File: src/rtl/operand_vector_loader_pkg.sv
// Shared definitions for the operand vector loader: clog2 helper, index width and fill FSM states.
`ifndef CLOG2
`define CLOG2(x) $clog2(x)
`endif

package operand_vector_loader_pkg;

    typedef enum logic {
        FILL  = 1'b0,
        STALL = 1'b1
    } fill_state_e;

    // Slot index width; a single-slot vector still needs one bit.
    function automatic int idx_width(input int dim);
        return (dim > 1) ? `CLOG2(dim) : 1;
    endfunction

endpackage

File: src/rtl/operand_vector_loader_element_packer.sv
// DIM-slot fill register. merged_o is the buffer including the element written this cycle,
// so a complete vector is available in the same cycle as its final element.
module element_packer #(
    parameter int DIM   = 8,
    parameter int W     = 32,
    parameter int IDX_W = 3
) (
    input  logic             clk_i,
    input  logic             we_i,
    input  logic [IDX_W-1:0] idx_i,
    input  logic [W-1:0]     data_i,
    output logic [DIM*W-1:0] merged_o
);

    logic [DIM*W-1:0] fill_q;
    logic [DIM*W-1:0] fill_d;

    always_comb begin
        fill_d = fill_q;
        for (int k = 0; k < DIM; k++) begin
            if (we_i && (idx_i == IDX_W'(k))) begin
                fill_d[k*W +: W] = data_i;
            end
        end
    end

    // Every slot is rewritten before a vector is handed off, so no reset is needed here.
    always_ff @(posedge clk_i) begin
        fill_q <= fill_d;
    end

    assign merged_o = fill_d;

endmodule

File: src/rtl/operand_vector_loader.sv
// Packs DIM (a,b) element pairs into vector pairs behind a separate, held output buffer.
// Define OPERAND_VECTOR_LOADER_LAST_CHECK_EN to add in_last_i and a sticky error_o.
module operand_vector_loader
    import operand_vector_loader_pkg::*;
#(
    parameter int DIM          = 8,
    parameter int A_DATA_WIDTH = 32,
    parameter int B_DATA_WIDTH = 32
) (
    input  logic                      clk_i,
    input  logic                      rst_i,
    input  logic                      in_valid_i,
    output logic                      in_ready_o,
    input  logic [A_DATA_WIDTH-1:0]   in_a_i,
    input  logic [B_DATA_WIDTH-1:0]   in_b_i,
`ifdef OPERAND_VECTOR_LOADER_LAST_CHECK_EN
    input  logic                      in_last_i,
    output logic                      error_o,
`endif
    output logic                      out_valid_o,
    input  logic                      out_ready_i,
    output logic [DIM*A_DATA_WIDTH-1:0] a_o,
    output logic [DIM*B_DATA_WIDTH-1:0] b_o
);

    localparam int IDX_W = idx_width(DIM);
    localparam logic [IDX_W-1:0] IDX_LAST = IDX_W'(DIM - 1);

    fill_state_e state_q, state_d;
    logic [IDX_W-1:0] idx_q, idx_d;
    logic out_valid_q, out_valid_d;
    logic [DIM*A_DATA_WIDTH-1:0] a_q, a_d, a_merged;
    logic [DIM*B_DATA_WIDTH-1:0] b_q, b_d, b_merged;
    logic accept, last_pair, full_accept, out_free, transfer;

    assign accept      = in_valid_i && in_ready_o;
    assign last_pair   = (idx_q == IDX_LAST);
    assign full_accept = accept && last_pair;
    assign out_free    = !out_valid_q || out_ready_i;
    // A waiting vector moves as soon as the output slot frees; the final pair comes straight from the inputs.
    assign transfer    = (full_accept && out_free) || ((state_q == STALL) && out_ready_i);

    element_packer #(.DIM(DIM), .W(A_DATA_WIDTH), .IDX_W(IDX_W)) u_pack_a (
        .clk_i    (clk_i),
        .we_i     (accept),
        .idx_i    (idx_q),
        .data_i   (in_a_i),
        .merged_o (a_merged)
    );

    element_packer #(.DIM(DIM), .W(B_DATA_WIDTH), .IDX_W(IDX_W)) u_pack_b (
        .clk_i    (clk_i),
        .we_i     (accept),
        .idx_i    (idx_q),
        .data_i   (in_b_i),
        .merged_o (b_merged)
    );

    always_ff @(posedge clk_i or posedge rst_i) begin
        if (rst_i) begin
            state_q <= FILL;
        end else begin
            state_q <= state_d;
        end
    end

    always_comb begin
        state_d = state_q;
        case (state_q)
            FILL:    if (full_accept && !out_free) state_d = STALL;
            STALL:   if (out_ready_i) state_d = FILL;
            default: state_d = FILL;
        endcase
    end

    always_comb begin
        in_ready_o = (state_q == FILL);
    end

    always_comb begin
        idx_d       = idx_q;
        out_valid_d = out_valid_q;
        a_d         = a_q;
        b_d         = b_q;
        if (accept) begin
            idx_d = last_pair ? '0 : idx_q + 1'b1;
        end
        if (transfer) begin
            out_valid_d = 1'b1;
            a_d         = a_merged;
            b_d         = b_merged;
        end else if (out_ready_i) begin
            out_valid_d = 1'b0;
        end
    end

    always_ff @(posedge clk_i or posedge rst_i) begin
        if (rst_i) begin
            idx_q       <= '0;
            out_valid_q <= 1'b0;
            a_q         <= '0;
            b_q         <= '0;
        end else begin
            idx_q       <= idx_d;
            out_valid_q <= out_valid_d;
            a_q         <= a_d;
            b_q         <= b_d;
        end
    end

    assign out_valid_o = out_valid_q;
    assign a_o         = a_q;
    assign b_o         = b_q;

`ifdef OPERAND_VECTOR_LOADER_LAST_CHECK_EN
    logic error_q;

    always_ff @(posedge clk_i or posedge rst_i) begin
        if (rst_i) begin
            error_q <= 1'b0;
        end else if (accept && (in_last_i != last_pair)) begin
            error_q <= 1'b1;
        end
    end

    assign error_o = error_q;
`endif

endmodule

File: config.mk
export PLATFORM = sky130hd
export DESIGN_NAME = operand_vector_loader
export DESIGN_NICKNAME = d
export VERILOG_FILES = /design/src/rtl/operand_vector_loader_pkg.sv /design/src/rtl/operand_vector_loader_element_packer.sv /design/src/rtl/operand_vector_loader.sv
export SDC_FILE = /design/constraint.sdc
export NUM_CORES = 1
export LEC_CHECK = 0
export ABC_AREA = 1
export ABC_CLOCK_PERIOD_IN_PS = 46000
export BUFFER_PORTS_ARGS = -buffer_cell sky130_fd_sc_hd__clkbuf_2
export CAP_MARGIN = 20
export CORE_MARGIN = 2
export CORE_UTILIZATION = 54
export CTS_BUF_LIST = sky130_fd_sc_hd__clkbuf_2
export CTS_CLUSTER_SIZE = 25
export DETAILED_ROUTE_END_ITERATION = 8
export GPL_TIMING_DRIVEN = 0
export PLACE_DENSITY = 0.8
export SLEW_MARGIN = 40
export SYNTH_ARGS = -nofsm -noshare
export SYNTH_HDL_FRONTEND = slang
export SYNTH_SLANG_ARGS = --single-unit
File: constraint.sdc
create_clock -name clk_i -period 46 [get_ports clk_i]
set_input_delay 2.3 -clock clk_i [delete_from_list [all_inputs] [get_ports clk_i]]
set_output_delay 2.3 -clock clk_i [all_outputs]
set_load 0.02 [all_outputs]
======== Word level (Yosys, flattened, before mapping) ========
Cells that the tools add are included.
storage, ports and cells
  register bits after elaboration ......... 1029
  input bits .............................. 68
operators by class
  add/sub/neg operators ................... 1
  equal/unequal tests ..................... 7
  muxes and demuxes ....................... 22
  bitwise logic cells ..................... 1
  reductions and logical operators ........ 18
operators by type and width
  cell                                                                   number
  32-bit two-way mux                                                     16
  3-bit equality test, second input constant                             4
  1-bit logical AND                                                      12
  3-bit by 2-bit equality test with 1-bit output, second input constant  2
  1-bit two-way mux                                                      4
  3-bit by 1-bit adder with 3-bit output, second input constant          1
  3-bit by 1-bit equality test with 1-bit output, second input constant  1
  3-bit zero test                                                        1
  3-bit two-way mux                                                      1
  1-bit zero test                                                        2
  1-bit logical OR                                                       2
  1-bit one-hot mux with 2 select lines                                  1
  2-bit nonzero test                                                     1
  1-bit NOT                                                              1

======== Depth between registers and ports, before layout ========
Gate-level depths: netlist of the first run.
  word-level depth ........................ 6
  mapped depth ............................ 10
  depth with buffers taken out ............ 9

======== Modules after synthesis ========
Synthesis of the first run repeated with hierarchy kept, for this count alone.
unflattened totals
  cells, all modules ...................... 4591
  area total of the unflattened synthesis .. 38804.7 µm²
modules (own cells, without submodules)
  module                 times used  cells each  area each (µm²)
  operand_vector_loader  1           2301        21363.0
  element_packer         2           1145        8720.9

======== Worst setup path after synthesis of the first run ========
No wires, ideal clock.
  kind .................................... input to register
  from .................................... in in_valid_i
  to ...................................... reg a_q[184], in the netlist a_o[184]
  setup time .............................. 117 ps
  data arrival time ....................... 3173 ps
  slack ................................... 42711 ps
  stages .................................. 9
  buffers on the path ..................... 2
  path through ............................ inv_2 > nor2_4 > buf_2 > nand2_1 > buf_2 > nand2_1 > nand2_1 > nand2_1 > nand2_1
between the ends
  elaborated cells on any way between the ends .. 6
  classes of those cells .................. 1 x mux; 5 x reduce/logical
RTL lines
  what                     RTL line                                    RTL
  from (decl)              operand_vector_loader.sv:12                 input logic in_valid_i,
  1-bit logical AND        operand_vector_loader.sv:36                 assign accept = in_valid_i && in_ready_o;
  1-bit logical AND        operand_vector_loader_element_packer.sv:21  if (we_i && (idx_i == IDX_W'(k))) begin
  32-bit two-way mux       operand_vector_loader_element_packer.sv:21
  named net a_merged[184]  operand_vector_loader.sv:32                 logic [DIM*A_DATA_WIDTH-1:0] a_q, a_d, a_merged;
  to (signal assigned)     operand_vector_loader.sv:101                a_q <= '0;
  to (signal assigned)     operand_vector_loader.sv:106                a_q <= a_d;
  to (decl)                operand_vector_loader.sv:32
The timed path passes the listed nets, and every way through them passes these cells.
A chain may end at the register's enable or synchronous reset.

======== Worst setup path in the final report of the first run ========
  from .................................... reg b_q[176], in the netlist b_o[176]
  to ...................................... out b_o[176]
RTL lines
  what                    RTL line                      RTL
  from (decl)             operand_vector_loader.sv:33   logic [DIM*B_DATA_WIDTH-1:0] b_q, b_d, b_merged;
  from (signal assigned)  operand_vector_loader.sv:102  b_q <= '0;
  from (signal assigned)  operand_vector_loader.sv:107  b_q <= b_d;
  to (decl)               operand_vector_loader.sv:23   output logic [DIM*B_DATA_WIDTH-1:0] b_o
No word-level cell between the ends.

==> results_dict.tcl, run 1 <==
set metrics [dict create \
    post_cts_resize_count 0 \
    path_clk_slew_ps 110 \
    synth-seq-cells 1029 \
    path_class "flip-flop to primary output" \
    synth_seq_area_share_pct 62.70 \
    grt_max_degree 79 \
    layout-drive-gt1-share_pct 21.94 \
    antenna_found_initial 3 \
    synth_cell_type_count 19 \
    width_of_the_chip_um 265.7 \
    totalWireLength_mm 125.4 \
    fin_tns_setup_ps 0 \
    post-cts-setup-buffers 0 \
    fp.dieH_um 265.7 \
    design.die.area_um2 70590 \
    post-synth-top-area-cell "sky130_fd_sc_hd__dfrtp_1" \
    power_leakage_uw 0.02514 \
    dpl.hpwl_mm 86.78 \
    finalCritPeriodShare_pct 9.530 \
    hold_path.class "flip-flop to flip-flop" \
    finalWorstPathRequiredPeriod_ps 4384 \
    ant_nets 0 \
    fp.coreArea_um2 67510 \
    tritoncts "done" \
    insertion_delay_ps 1510 \
    vias 33050 \
    most-common-layout-cells "sky130_fd_sc_hd__nand2_1 (2767), sky130_fd_sc_hd__clkbuf_2 (983), sky130_fd_sc_hd__dfrtp_1 (517), sky130_fd_sc_hd__dfxtp_1 (512), sky130_fd_sc_hd__nand3_1 (320)" \
    place_congestion 0.8881 \
    clock.fmax_mhz 228.1 \
    slew_violations 0 \
    max_stage_delay_ps 420 \
    setup.worst_path.end_class "primary output" \
    post_synth_design_cell_area_um2 36980 \
    grt_pass1_wl_mm 186.1 \
    yosys-top-cells-area "sky130_fd_sc_hd__dfrtp_1 (35%), sky130_fd_sc_hd__nand2_1 (28%), sky130_fd_sc_hd__dfxtp_1 (28%)" \
    cts_num_sinks 1029 \
    worst_vdd_rail_ir_drop_v 0.00003765 \
    synth.top_cell.area_share_pct 34.98 \
    grt-ovfl-total 0 \
    first_pass_iters 6 \
    outcome "complete, no violations" \
    synth.net_count 4544 \
    worst-slew-pin-transition_ps 910.5 \
    crit_arrival_ps 2080 \
    final-hold-violation-count 0 \
    clock_path_buffers 4 \
    rsz0062_at_grt "false" \
    timing.critical_path.cells "clkbuf_2" \
    worst-path-max-fanout 2 \
    grt_pass1_vias 31850 \
    vias_per_cell 5.210 \
    synthesis.area_per_instance_um2 8.273 \
    worst_clock_skew_ps 210.1 \
    critical_path_required_ps 43700 \
    initial_core_util_pct 54.77 \
    slew_headroom_pct 39.30 \
    finish.utilization_pct 64.04 \
    globalRouteTotalUtil_pct 35.24 \
    synth_warnings 0 \
    pwr_density_cell_nw_per_um2 74.22 \
    fin_nets 5344 \
    ioPinCount 582 \
    cts_max_level 5 \
    most_common_cell_after_layout_fill_and_taps_aside "sky130_fd_sc_hd__nand2_1" \
    fp-row-count 95 \
    initialDrtViolationCount 3099 \
    critical_path_buf_inv_count 1 \
    slowest_stage "sky130_fd_sc_hd__dfrtp_1" \
    post_drt_wl_per_cell_um 19.77 \
    crit_family "flip-flops" \
    cts.hold.buffers_added 0 \
    clock_root_buffer "sky130_fd_sc_hd__clkbuf_2" \
    syn-instance-count 4470 \
    area.growth.synth_to_final_pct 16.91 \
    maxCapViolations 0 \
    place.port_buffers 517 \
    critical_path.startpoint_type "flip-flop" \
    cts_made_buffers 274 \
    setup_viol 0 \
    drc_errors 0 \
    fill_cells 5891 \
]
-- power breakdown --
group	switching, uW	total [uW]	internal [uW]	leakage [uW]
Combinational	781	1110	332	0.0122
Clock	374	621	247	0.00185
Sequential	177	1470	1300	0.0111
-- flip-flops by register name, summed over array words and instances (netlist names) --
| register | cells |
|---|---|
| out_valid_o | 1 |
| state_q | 1 |
| idx_q | 3 |
| a_o | 256 |
| u_pack_b.fill_q | 256 |
| u_pack_a.fill_q | 256 |
| b_o | 256 |
-- layout make-up --
class	instances	area, um2	area share (%)
Clock inverter	58	276.5	0.6396
Inverter	14	60.06	0.1389
Tap cell	873	1092	2.526
Antenna cell	6	15.01	0.03473
Clock buffer	412	2062	4.769
Multi-Input combinational cell	3112	12190	28.20
Sequential cell	1029	23190	53.63
Buffer	315	1570	3.632
Timing Repair Buffer	524	2780	6.431
-- per-stage QoR --
step	setup slack (ps)	hold slack [ps]	power, uW	cells	area [um2]
6_report	41620	398.8	3209	6343	43230
4_1_cts	41490	375.9	3202	6337	43220
3_5_place_dp	41690	428.7	2586	5867	40880
3_3_place_gp	23190	425.2	2545	5860	40660
5_1_grt	41480	423.0	3398	6342	43230
2_1_floorplan	29260	415.7	2150	4470	36980
-- layer usage --
layer,part of all wire [%],vias up,global-route usage [%],routed length (um)
li1,-,15400,-,-
met1,40,15570,46.61,50780
met2,44,1693,51.89,54650
met3,9.8,387,10.01,12340
met4,6.1,0,20.88,7614
met5,0,-,0,0
-- cell families (layout without fill, tap and decap cells) --
group,after synthesis,after routing,synth area share [%]
flip-flops,1029,1029,62.70
AO/OA/AOI/OAI,4,4,0.05752
adder cells (fa/ha/maj),6,6,0.2030
buffers and inverters,329,1323,4.381
AND/OR/NAND/NOR,3102,3102,32.66
other,0,6,0
-- cells in the mapped netlist, drive strengths merged --
cell type     n
nand2      2774
o22ai         1
nand3       320
o21ai         3
inv          14
dfxtp       512
dfrtp       517
ha            6
clkbuf      128
nor2          8
buf         187
-- final timing paths --
check | start | to | slack [ps] | cells past startpoint
max | b_o[176]$_DFFE_PP0P_ | b_o[176] | 41620 | 1
min | u_pack_b.fill_q[64]$_DFF_P_ | b_o[64]$_DFFE_PP0P_ | 400 | 4
max reg2reg | idx_q[0]$_DFFE_PP0P_ | a_o[53]$_DFFE_PP0P_ | 43210 | 10
min reg2reg | u_pack_b.fill_q[64]$_DFF_P_ | b_o[64]$_DFFE_PP0P_ | 400 | 4
max in group asynchronous | rst_i | a_o[85]$_DFFE_PP0P_ | 43560 | 5
min in group asynchronous | rst_i | b_o[201]$_DFFE_PP0P_ | 900 | 2
Note: power is estimated with default switching activity, not from simulation.
==> run 2: changes to the inputs <==
--- a/config.mk
+++ b/config.mk
@@ -5,8 +5,8 @@
 export SDC_FILE = /design/constraint.sdc
 export NUM_CORES = 1
 export LEC_CHECK = 0
-export ABC_AREA = 1
-export ABC_CLOCK_PERIOD_IN_PS = 46000
+export ABC_AREA = 0
+export ABC_CLOCK_PERIOD_IN_PS = 4300
 export BUFFER_PORTS_ARGS = -buffer_cell sky130_fd_sc_hd__clkbuf_2
 export CAP_MARGIN = 20
 export CORE_MARGIN = 2
@@ -15,7 +15,7 @@
 export CTS_CLUSTER_SIZE = 25
 export DETAILED_ROUTE_END_ITERATION = 8
 export GPL_TIMING_DRIVEN = 0
-export PLACE_DENSITY = 0.8
+export PLACE_DENSITY = 0.79
 export SLEW_MARGIN = 40
 export SYNTH_ARGS = -nofsm -noshare
 export SYNTH_HDL_FRONTEND = slang
==> constraint.sdc (replaced) <==
create_clock -name clk_i -period 4.3 [get_ports clk_i]
set_input_delay 0.215 -clock clk_i [delete_from_list [all_inputs] [get_ports clk_i]]
set_output_delay 0.215 -clock clk_i [all_outputs]
set_load 0.02 [all_outputs]
==> run 2 against run 1 <==
Net effect:
- power rose to 12 times the previous value
- register-to-register slack lost 42000 ps
- final cell count shrank 32%
- cell area is 7.4% higher
- non-clock buffer count up 19
- routed wire length fell by 19%
- combinational power grew to 15 times the previous value
- sequential power rose to 11 times the previous value
- critical path type is now flip-flop to flip-flop
- critical endpoint is now a_o[250]$_DFFE_PP0P_
- largest cell class unchanged
==> results_dict.tcl, run 2 <==
set metrics [dict create \
    outcome "complete, no violations" \
    fp.coreArea_um2 69790 \
    layout-drive-gt1-share_pct 62.96 \
    maxCapViolations 0 \
    adder_cell_share_of_the_synthesized_area_pct 0.1978 \
    syn-instance-count 2200 \
    fp-row-count 97 \
    timing.hold.worst_endpoint "out_valid_o$_DFFE_PP0P_" \
    post-synth-top-area-cell "sky130_fd_sc_hd__dfrtp_1" \
    net-switching-power_uw 14380 \
    clock_power_share_pct 16.7 \
    fp.dieH_um 269.1 \
    tritoncts "done" \
    most_common_cell_after_layout_fill_and_taps_aside "sky130_fd_sc_hd__clkbuf_2" \
    finalCritPeriodShare_pct 61.52 \
    totalWireLength_mm 101.0 \
    insertion_delay_ps 1490 \
    internal-power_uw 25040 \
    setup_viol 0 \
    post_cts_resize_count 0 \
    vias_per_cell 5.114 \
    slew_headroom_pct 46.43 \
    hold_path.class "input pin to flip-flop" \
    worst_clock_skew_ps 117.6 \
    max_stage_delay_ps 440 \
    synth_most_common_cell "sky130_fd_sc_hd__dfrtp_1" \
    first_pass_iters 5 \
    initial_core_util_pct 54.40 \
    synth_edf_count 0 \
    worstHoldPathCells 5 \
    vias 22200 \
    critical_path.startpoint_type "flip-flop" \
    timing.critical_path.cells "ha_1 -> ha_1 -> nand2_1 -> o2bb2a_4 -> buf_6 -> buf_6 -> buf_2 -> mux2_2" \
    final_area_um2 46430 \
    async_flop_share_pct 50.24 \
    drc_errors 0 \
    most-common-layout-cells "sky130_fd_sc_hd__clkbuf_2 (973), sky130_fd_sc_hd__dfrtp_1 (517), sky130_fd_sc_hd__dfxtp_1 (512), sky130_fd_sc_hd__mux2_2 (507), sky130_fd_sc_hd__mux2_4 (491)" \
    cts.hold.buffers_added 137 \
    crit_family "buffers and inverters" \
    timing.reg2reg.worst_path_depth 8 \
    ioPinCount 582 \
    cts_max_level 4 \
    detailed_place.area_um2 42680 \
    synth_warnings 0 \
    crit_arrival_ps 3890 \
    area.growth.synth_to_final_pct 22.31 \
    post_drt_wl_per_cell_um 23.26 \
    fin_ws_ps 1655 \
    initialDrtViolationCount 967 \
    power_leakage_uw 0.02245 \
    dpl.hpwl_mm 70.61 \
    clock.fmax_mhz 378.0 \
    critical_path_buf_inv_count 3 \
    r2r_setup_slack_ps 1650 \
    place.port_buffers 581 \
    worst-path-max-fanout 10 \
    synth_cell_type_count 23 \
    synth-seq-cells 1029 \
    design.die.area_um2 72430 \
    hold_path_startpoint "out_ready_i" \
    width_of_the_chip_um 269.1 \
    ant_nets 0 \
    synth.area.mux_share_pct 35.31 \
    cts_num_sinks 1029 \
    compound_gate_portion_of_the_synthesized_area_pct 0.08240 \
    grt-ovfl-total 0 \
    worst_vdd_rail_ir_drop_v 0.0005345 \
    post_synth_design_cell_area_um2 37960 \
    sw_frac_of_total_pct 36.48 \
    place_congestion 0.8355 \
    rr_startpoint "idx_q[0]$_DFFE_PP0P_" \
    fin_nets 3260 \
    finalNonFillerCells 4341 \
    power_frac_comb_pct 41.3 \
    pwr_density_cell_nw_per_um2 849.1 \
    finish.utilization_pct 66.53 \
    combinational_family_with_the_most_area_after_synthesis "multiplexers" \
    seq_power_share_pct 42.0 \
    finalWorstPathRequiredPeriod_ps 2645 \
    clock_root_buffer "sky130_fd_sc_hd__clkbuf_2" \
    synth_seq_area_share_pct 61.08 \
    slew_violations 0 \
    yosys-top-cells-area "sky130_fd_sc_hd__dfrtp_1 (34%), sky130_fd_sc_hd__dfxtp_1 (27%), sky130_fd_sc_hd__mux2_4 (19%)" \
    synth.top_cell.area_share_pct 34.08 \
    dp_cells 3746 \
    worst_r2r_endpoint "a_o[250]$_DFFE_PP0P_" \
    path_class "flip-flop to flip-flop" \
    final-hold-violation-count 0 \
    grt_pass1_wl_mm 153.2 \
    slowest_stage "sky130_fd_sc_hd__dfrtp_1" \
    grt_pass1_vias 24700 \
    dominantRegCellSynth "sky130_fd_sc_hd__dfrtp_1" \
    rsz0062_at_grt "false" \
    globalRouteTotalUtil_pct 27.78 \
    clock_path_buffers 3 \
    synthesis.area_per_instance_um2 17.25 \
    path_clk_slew_ps 110 \
    synthTopCellsByCount "sky130_fd_sc_hd__dfrtp_1 (517), sky130_fd_sc_hd__dfxtp_1 (512), sky130_fd_sc_hd__mux2_2 (507), sky130_fd_sc_hd__mux2_4 (491), sky130_fd_sc_hd__buf_6 (61)" \
    critical_path_required_ps 5540 \
    worst-slew-pin-transition_ps 803.6 \
    grt_max_degree 28 \
    post_synth_and_or_nand_nor_area_fraction_pct 0.3560 \
    synth_xor_area_share_pct 0 \
    antenna_found_initial 4 \
    post-cts-setup-buffers 0 \
    cts_made_buffers 241 \
    pre_cts_ws_ps 1714 \
    synth.net_count 2274 \
    setup.worst_path.end_class "flip-flop" \
]
==> run 2: cell type report <==
| class | instances | area (um2) |
|---|---|---|
| clock inverter | 64 | 414.1 |
| multi-input combinational | 1051 | 13650 |
| buffer | 115 | 1107 |
| timing repair buffer | 743 | 4910 |
| antenna | 2 | 5.005 |
| tap | 940 | 1176 |
| fill | 4803 | 23350 |
| sequential | 1029 | 23190 |
| inverter | 5 | 22.52 |
| clock buffer | 392 | 1962 |
==> run 2: cells by family after synthesis <==
group                    after synthesis
flip-flops                          1029
multiplexers                        1027
buffers and inverters                120
AND/OR/NAND/NOR                       15
adder cells (fa/ha/maj)                6
AO/OA/AOI/OAI                          3
==> run 2: tightest hold or removal path, delay by kind of cell <==
kind                   cells  cell delay (ps)
AND/OR/NAND/NOR            1               60
multiplexers               1               80
buffers and inverters      3             1300
==> run 2: layer usage <==
layer	vias up	part of all wire (%)	GRT usage [%]
met5	-	0.022	0
met4	4	3.4	11.11
met3	190	7.6	9.760
met2	726	49	46.81
met1	11380	40	32.40
li1	9905	-	-
==> run 2: metrics by stage <==
stage	TNS [ps]	total power, uW	hold slack (ps)
after floorplan	-1518560	27390	281.4
after global placement	-3088380	31980	440.4
after detailed placement	0	32830	312.8
after CTS	0	39570	7.985
after global routing	0	41360	113.0
final	0	39420	264.7
==> run 2: power groups by stage <==
stage	logic, uW	clock network [uW]	registers [uW]
2_1_floorplan	8400	0	19000
3_3_place_gp	15600	0	16400
3_5_place_dp	16100	0	16700
4_1_cts	16300	6740	16500
5_1_grt	17100	7260	17000
6_report	16300	6580	16600
==> run 2: worst max path at each step <==
stage	to	depth (start not counted)	startpoint
CTS	in_ready_o	3	state_q$_DFF_PP0_
finish	a_o[250]$_DFFE_PP0P_	8	idx_q[0]$_DFFE_PP0P_
floorplan	a_o[0]$_DFFE_PP0P_	1	rst_i
detailed placement	a_o[248]$_DFFE_PP0P_	8	idx_q[0]$_DFFE_PP0P_
global placement	a_o[124]$_DFFE_PP0P_	2	rst_i
global route	a_o[255]$_DFFE_PP0P_	8	idx_q[0]$_DFFE_PP0P_
